## config.mk

```make
export PLATFORM = sky130hd
export DESIGN_NAME = sram_controller
export DESIGN_NICKNAME = d
export VERILOG_FILES = /design/src/rtl/arm_mem_pkg.sv /design/src/rtl/sram_wait_counter.sv /design/src/rtl/sram_controller.sv
export SDC_FILE = /design/constraint.sdc
export NUM_CORES = 1
export LEC_CHECK = 0
export CORE_AREA = 10 10 115 117
export DETAILED_ROUTE_END_ITERATION = 7
export DIE_AREA = 0 0 125 127
export HOLD_SLACK_MARGIN = 0.08
export PLACE_DENSITY = 0.8
export SKIP_CTS_REPAIR_TIMING = 1
export SYNTH_ARGS = -nofsm -noshare
export SYNTH_HDL_FRONTEND = slang
export SYNTH_SLANG_ARGS = --single-unit
```

## constraint.sdc

```tcl
create_clock -name clk -period 2.1 [get_ports clk]
set_input_delay 0.42 -clock clk [delete_from_list [all_inputs] [get_ports clk]]
set_output_delay 0.42 -clock clk [all_outputs]
set_load 0.01 [all_outputs]
```

## src/rtl/arm_mem_pkg.sv

```systemverilog
// Shared definitions for the ARM memory subsystem.
//   sram_state_t      : controller FSM encoding (IDLE, LOW, HIGH, DONE)
//   ADDR_BASE_DEFAULT : byte address that maps to SRAM word 0
//   SRAM_DW           : off-chip SRAM data width in bits
package arm_mem_pkg;

  typedef enum logic [1:0] {
    ST_IDLE = 2'd0,
    ST_LOW  = 2'd1,
    ST_HIGH = 2'd2,
    ST_DONE = 2'd3
  } sram_state_t;

  localparam int ADDR_BASE_DEFAULT = 1024;
  localparam int SRAM_DW           = 16;

endpackage

```

## src/rtl/sram_wait_counter.sv

```systemverilog
// 4-bit wait-state down-counter.
//   clk, rst_n : clock, asynchronous active-low reset
//   load       : load load_val this cycle (takes priority over counting)
//   load_val   : reload value (number of extra wait cycles)
//   zero       : high when the count has expired
// The counter decrements on its own whenever it is non-zero and not being
// loaded, so it idles at zero between accesses.
module sram_wait_counter (
  input  logic       clk,
  input  logic       rst_n,
  input  logic       load,
  input  logic [3:0] load_val,
  output logic       zero
);

  logic [3:0] count;

  always_ff @(posedge clk or negedge rst_n) begin
    if (!rst_n) begin
      count <= 4'd0;
    end else if (load) begin
      count <= load_val;
    end else if (count != 4'd0) begin
      count <= count - 4'd1;
    end
  end

  assign zero = (count == 4'd0);

endmodule

```

## src/rtl/sram_controller.sv

```systemverilog
// MEM-stage bridge to a 16-bit asynchronous SRAM. Each 32-bit load/store is
// split into a low and a high halfword access, each lasting WAIT_STATES+1
// cycles, followed by a one-cycle DONE state in which ready rises.
//   clk, rst          : clock, asynchronous active-low reset
//   mem_r_en/mem_w_en : load / store request (store wins if both set)
//   address, data     : byte address and store value, held while ready is low
//   mem_result        : registered load data, updated on HIGH->DONE of a read
//   ready             : low while a request is pending and not yet in DONE
//   sram_addr         : halfword address {word index, half select}
//   sram_dq_out/_in   : pad write / read data
//   sram_dq_oe        : pad output enable (writes only, LOW and HIGH phases)
//   sram_we_n         : active-low write strobe (writes only, LOW and HIGH)
//   dbg_state         : current FSM state, for observation
//
// Handshake: a request is accepted when either enable is high in IDLE. The
// requester must hold its enables, address and data stable until it sees
// ready high; ready high in DONE is the single-cycle completion beat, and a
// request still present in the following IDLE cycle starts a new access.
module sram_controller
  import arm_mem_pkg::*;
#(
  parameter int ADDR_BASE   = ADDR_BASE_DEFAULT,
  parameter int SRAM_AW     = 18,
  parameter int WAIT_STATES = 2
) (
  input  logic               clk,
  input  logic               rst,
  input  logic               mem_r_en,
  input  logic               mem_w_en,
  input  logic [31:0]        address,
  input  logic [31:0]        data,
  output logic [31:0]        mem_result,
  output logic               ready,
  output logic [SRAM_AW-1:0] sram_addr,
  output logic [15:0]        sram_dq_out,
  input  logic [15:0]        sram_dq_in,
  output logic               sram_dq_oe,
  output logic               sram_we_n,
  output logic [1:0]         dbg_state
);

  sram_state_t state, state_nx;

  logic                 req;
  logic                 cnt_load;
  logic                 cnt_zero;
  logic                 latch_req;
  logic                 capture_low;
  logic                 capture_high;
  logic                 in_phase;

  logic                 is_write_q;
  logic [SRAM_AW-2:0]   idx_q;
  logic [31:0]          data_q;
  logic [15:0]          low_buf;

  // Byte offset into the window; bits above the index wrap silently and the
  // byte-within-word bits are ignored.
  logic [31:0]          byte_off;
  logic [SRAM_AW-2:0]   idx_nx;
  logic                 unused_off_bits;

  assign byte_off        = address - 32'(ADDR_BASE);
  assign idx_nx          = byte_off[SRAM_AW:2];
  assign unused_off_bits = ^{byte_off[31:SRAM_AW+1], byte_off[1:0]};

  assign req = mem_r_en | mem_w_en;

  sram_wait_counter u_wait (
    .clk      (clk),
    .rst_n    (rst),
    .load     (cnt_load),
    .load_val (4'(WAIT_STATES)),
    .zero     (cnt_zero)
  );

  always_ff @(posedge clk or negedge rst) begin
    if (!rst) begin
      state <= ST_IDLE;
    end else begin
      state <= state_nx;
    end
  end

  always_comb begin
    state_nx     = state;
    cnt_load     = 1'b0;
    latch_req    = 1'b0;
    capture_low  = 1'b0;
    capture_high = 1'b0;
    case (state)
      ST_IDLE: begin
        if (req) begin
          state_nx  = ST_LOW;
          cnt_load  = 1'b1;
          latch_req = 1'b1;
        end
      end
      ST_LOW: begin
        if (cnt_zero) begin
          state_nx    = ST_HIGH;
          cnt_load    = 1'b1;
          capture_low = 1'b1;
        end
      end
      ST_HIGH: begin
        if (cnt_zero) begin
          state_nx     = ST_DONE;
          capture_high = 1'b1;
        end
      end
      ST_DONE: begin
        state_nx = ST_IDLE;
      end
      default: begin
        state_nx = ST_IDLE;
      end
    endcase
  end

  // Request latches and read buffer. A reset aborts before capture_high can
  // fire, so a partial read never reaches mem_result.
  always_ff @(posedge clk or negedge rst) begin
    if (!rst) begin
      is_write_q <= 1'b0;
      idx_q      <= '0;
      data_q     <= 32'd0;
      low_buf    <= 16'd0;
      mem_result <= 32'd0;
    end else begin
      if (latch_req) begin
        is_write_q <= mem_w_en;
        idx_q      <= idx_nx;
        data_q     <= data;
      end
      if (capture_low && !is_write_q) begin
        low_buf <= sram_dq_in;
      end
      if (capture_high && !is_write_q) begin
        mem_result <= {sram_dq_in, low_buf};
      end
    end
  end

  // Pad outputs decode directly from the state register, so asserting reset
  // drops the write strobe immediately.
  assign in_phase    = (state == ST_LOW) || (state == ST_HIGH);
  assign sram_addr   = {idx_q, (state == ST_HIGH)};
  assign sram_dq_out = (state == ST_HIGH) ? data_q[31:16] : data_q[15:0];
  assign sram_dq_oe  = is_write_q & in_phase;
  assign sram_we_n   = ~(is_write_q & in_phase);

  assign ready     = ~(req & (state != ST_DONE));
  assign dbg_state = state;

endmodule

```

==> flow_summary.yaml <==
worst_setup_path:
  slowest_delay_ns: 0.39
  critPathLaunchType: "register"
  slowest_stage: "dfrtp_1"
  startpoint: "dbg_state[0]$_DFFE_PN0P_"
  cp.arrival_ns: 1.70
  critPathTopFamily: "buffers and inverters"
  cp.required_ns: 1.68
  worst-path-buf-inv: 4
  crit_path_max_fanout: 13
  crit_path_cell_trace: "inv_2 -> ha_4 -> buf_12 -> buf_4 -> mux2_2 -> clkbuf_2"
  timing.rr.start: "u_wait.count[0]$_DFFE_PN0P_"
  end_kind: "output pin"
  path_class: "reg -> out"
logic_synthesis:
  ys_types: 30
  synth-seq-cells: 104
  synth_top_area_share_pct: 60.2
  synth_area_per_cell_um2: 11.3
  ys_top_cells_by_area: "dfrtp_1 60%, mux2_2 17%, nand2_1 11%, ha_1 1.7%, clkbuf_1 1.0%"
  syn-cell-area_um2: 4320
  ys_warn_count: 0
  yosysSeqAreaShare_pct: 60.2
  syn-num-nets: 472
  yosysTopAreaCell: "dfrtp_1"
  syn_inst: 382
detailed_routing:
  wirelength_mm: 11.2
  post-route-drc-count: 0
  detail-route-antenna-nets: 0
  vias: 3312
  via_per_inst: 4.77
  initialDrtViolationCount: 199
  dr.pass1.iters: 4
  routedWlPerCell_um: 16.2
pwr:
  p_total_mw: 9.51
  p_sw_share_pct: 33.2
  p_int_mw: 6.35
  switchingPower_mw: 3.16
  p_seq_share_pct: 36.8
  clkPwrFrac_pct: 17.1
  pwr-share-comb_pct: 46.1
  power_leakage_nw: 3.04
  ir_drop_uv: 790
  p_per_area_nw_per_um2: 1490
sta:
  finalWorstSetupSlack_ns: -0.0175
  min_period_ns: 2.12
  slew_headroom_pct: 73.3
  rsz0062_at_grt: "yes"
  report.final.slew_viol_count: 0
  final-hold-violation-count: 0
  whs_ns: 0.430
  skew_ns: 0.00988
  fmax_ghz: 0.472
  setup_viol: 6
  fin_crit_sh_pct: 101
  tns_ns: -0.0491
  worst_pin_slew_ns: 0.395
clocking:
  worstSkewPairLatency_ns: 0.33
  cts_root_buf: "clkbuf_16"
  clk_pin_slew_ns: 0.07
  cts_tree: "done"
  clock_sinks: 104
  numCtsBuffers: 9
  htreeDepth: 3
  clock_path_buffers: 2
placed_design:
  place_area_um2: 6040
  dp.cells: 668
  post-place-ws_ns: -0.221
  gp_congestion: 0.768
  numPortBuffers: 139
  hpwl_mm: 8.54
global_routing:
  track_usage_pct: 13.6
  grt_first_pass_wirelength_mm: 17.9
  grt.overflow.total: 0
  grt_antenna_before_repair: 0
  grt_pass1_vias: 3478
  grt_max_degree: 52
final_layout:
  final_cell_mix: "131 x nand2_1, 117 x clkdlybuf4s50_1, 104 x dfrtp_1"
  final_common_cell: "nand2_1"
  finalCoreUtilization_pct: 57.4
  finalNetCount: 637
  drive_above_1_share_pct: 24.7
  final.fill_count: 911
  areaGrowthSynthToFinish_pct: 47.8
  antenna_cells: 0
  layout.cells.non_filler: 694
  design_area_um2: 6390
job:
  maxCapViolCount: 0
worst_hold_path:
  hold_start: "mem_w_en"
  hp-class: "in -> reg"
floorplan:
  rows: 39
  die_x_um: 125
  dieHeight_um: 127
  start_util_pct: 38.9
  fp.coreArea_um2: 11100
  io_pins: 155
  dieArea_um2: 15900
status:
  violations: "setup timing"
  status: "finished with violations"
==> final timing paths <==
kind | end | slack, ns | cells past startpoint
worst min register to register | data_q[26]$_DFFE_PN0P_ | 0.47 | 2
worst max-delay path | sram_dq_out[5] | -0.02 | 6
worst min-delay path | is_write_q$_DFFE_PN0P_ | 0.43 | 3
min in group asynchronous | mem_result[27]$_DFFE_PN0P_ | 0.56 | 2
worst max register to register | mem_result[5]$_DFFE_PN0P_ | 0.26 | 6
max in group asynchronous | u_wait.count[3]$_DFFE_PN0P_ | 0.88 | 3
==> synth_stat cells <==
| cell | count |
|---|---|
| or4_2 | 1 |
| a21oi_1 | 1 |
| clkbuf_1 | 12 |
| o32a_1 | 1 |
| nand2b_1 | 2 |
| or3_1 | 2 |
| o21ai_0 | 6 |
| mux2_2 | 66 |
| nor3_1 | 3 |
| nand2_1 | 131 |
| nor4b_1 | 1 |
| o21a_1 | 1 |
| or4_1 | 1 |
| or4_4 | 1 |
| buf_2 | 3 |
| mux2i_1 | 1 |
| inv_1 | 7 |
| dfrtp_1 | 104 |
| nor3b_1 | 2 |
| nand3b_1 | 1 |
| o31ai_1 | 2 |
| o21ai_1 | 1 |
| buf_1 | 2 |
| nor2_1 | 11 |
| ha_1 | 6 |
| or3_2 | 2 |
| or2_2 | 2 |
| a31oi_1 | 5 |
| a2bb2oi_1 | 1 |
| xnor2_1 | 3 |
==> cells by family (layout without fill, tap and decap cells) <==
family | count (synthesis) | in the layout | synth area share, %
mux | 67 | 67 | 17.4
buf+inv | 24 | 193 | 2.17
flops | 104 | 104 | 60.2
fa+ha+maj | 6 | 6 | 1.74
simple gates | 160 | 160 | 15.3
compound gates | 18 | 18 | 2.60
xor+xnor | 3 | 3 | 0.608
==> power by group through the flow <==
stage                     sequential [mW]  clock [mW]  combinational (mW)
final                                3.50        1.63                4.38
after global routing                 3.63        1.76                4.78
after CTS                            3.50        1.68                4.49
after detailed placement             3.52           0                4.47
after global placement               3.45           0                4.34
after floorplan                      3.64           0                1.93
==> layout make-up <==
class | instances | area, um2 | share of cell area [%]
Clock inverter | 5 | 57.6 | 0.901
Clock buffer | 10 | 229 | 3.58
Inverter | 7 | 26.3 | 0.411
Sequential cell | 104 | 2600 | 40.7
Timing Repair Buffer | 171 | 1640 | 25.7
Tap cell | 143 | 179 | 2.80
Multi-Input combinational cell | 254 | 1650 | 25.9
==> worst reg2reg max path, delay by kind of cell, from the launching register on <==
family	cells	cell delay [ns]
AND/OR/NAND/NOR	2	0.53
flip-flops	1	0.40
multiplexers	1	0.31
buffers and inverters	2	0.27
adder cells (fa/ha/maj)	1	0.21
==> routing by layer <==
layer / vias to the layer above / share of wire (%) / GRT usage [%]
met1: 1611 / 43 / 16.3
met3: 10 / 6.3 / 4.30
li1: 1587 / - / -
met5: - / 0 / 0
met4: 0 / 1.3 / 4.67
met2: 104 / 49 / 22.6
==> registers in the layout, indices dropped and copies added (netlist names) <==
register,count
data_q,32
dbg_state,2
idx_q,17
is_write_q,1
low_buf,16
mem_result,32
u_wait.count,4
No activity file was read; power rests on OpenSTA's default activity.
==> patch, RTL diff (same settings) <==
Make the reset (`rst` and `rst_n`) synchronous in 3 clocked blocks. Comments in the files are not updated.
--- a/src/rtl/sram_wait_counter.sv
+++ b/src/rtl/sram_wait_counter.sv
@@ -16,5 +16,5 @@
   logic [3:0] count;
 
-  always_ff @(posedge clk or negedge rst_n) begin
+  always_ff @(posedge clk) begin
     if (!rst_n) begin
       count <= 4'd0;
--- a/src/rtl/sram_controller.sv
+++ b/src/rtl/sram_controller.sv
@@ -75,5 +75,5 @@
   );
 
-  always_ff @(posedge clk or negedge rst) begin
+  always_ff @(posedge clk) begin
     if (!rst) begin
       state <= ST_IDLE;
@@ -121,5 +121,5 @@
   // Request latches and read buffer. A reset aborts before capture_high can
   // fire, so a partial read never reaches mem_result.
-  always_ff @(posedge clk or negedge rst) begin
+  always_ff @(posedge clk) begin
     if (!rst) begin
       is_write_q <= 1'b0;
Formal check against the unedited RTL: differs if rst is asserted again (counterexample within 4 cycles, from zero or initial values and one cycle with rst low); with rst held inactive, the same outputs for 10 cycles.
==> patch against the original RTL <==
Sequential cell count stayed put. Critical path depth is 1 lower. Cell area is 1.8% lower. Routed wire length is 0.54% higher. Area after synthesis is 2.1% lower. Worst setup slack better by 0.090 ns. Clock power is 3% higher. Power is 30% lower. Maximum frequency is 4.4% higher.
==> patch: results (changes against the original RTL) <==
GR Util met2=22.8% (+0.15 points); share of cells above drive strength 1=10.4% (-14 points); syn_nets=549 (+16%); Synth async-reset ratio=0% (-100 points); pin count of the biggest net entering global routing=49 (-5.8%); R2R setup slack=0.34 ns (+0.08 ns); sequential-to-total area share from yosys stat=49.2% (-11 points); critical path fanouts, max=10 (-3); hpwl dp=8.40 mm (-1.6%); XOR/XNOR share of the synthesized area=0.414% (-0.19 points); net switching share of the total power=32.8% (-0.43 points); Placement Setup Slack=-0.0879 ns (+0.133 ns); R2R Path Start=dbg_state[1]$_SDFFE_PN0P_; status=finished clean; CP arrival=1.61 ns (-0.09 ns); drt first-iter violations=241 (+21%); GRT Overall Usage=13.3% (-0.25 points); Synth Area in Compound Gates=11.8% (+9.2 points); Setup crit end=sram_dq_out[12]; GPL Wtd Cong=0.800 (+4.1%); Worst R2R Path Depth=7 (+1); slew margin rel.=68.6% (-4.7 points); CP max-delay cell=mux2_2; post-place instance area=5870 sq um (-2.8%); CP max stage delay=0.34 ns (-0.05 ns); worst min-delay path class=reg -> reg; sequential power=0.00260 W (-26%); Fillers=959 (+5.3%); DR vias=3619 (+9.3%); Hold Crit Endpoint=mem_result[18]$_SDFFE_PN0P_; CP startpoint=dbg_state[0]$_SDFFE_PN0P_; Layout Skew=0.0115 ns (+0.00163 ns); R2R Path End=data_q[30]$_SDFFE_PN0P_; Final Cycle Share=96.6% (-4.3 points); GR Layer Usage met1=15.0% (-1.4 points); hold path startpoint=mem_result[18]$_SDFFE_PN0P_; adder-cell share of the synthesized area=1.48% (-0.26 points); Worst Hold Depth=2 (-1)
## patch: per-layer routing
layer  up-vias  routed length (microns)
li1       1818                        -
met1      1688                     4810
met2       106                     5480
met3         7                      901
met4         0                       74
met5         -                        0
## patch: layout make-up
class	instances	area, sq um	area share [%]
tap	143	179	2.85
multi-input combinational	319	2000	31.9
timing repair buffer	162	1680	26.8
sequential	104	2080	33.2
clock inverter	7	86.3	1.38
inverter	6	22.5	0.359
clock buffer	9	225	3.59
## patch: per-stage QoR
stage          util, %  instances  hold WS (ns)  total power (W)
2_1_floorplan        -        460         0.440          0.00387
3_3_place_gp      52.8        733         0.444          0.00494
3_5_place_dp      52.8        733         0.454          0.00502
4_1_cts           55.6        749         0.465          0.00673
5_1_grt           56.4        750         0.476          0.00703
6_report          56.4        750         0.462          0.00665
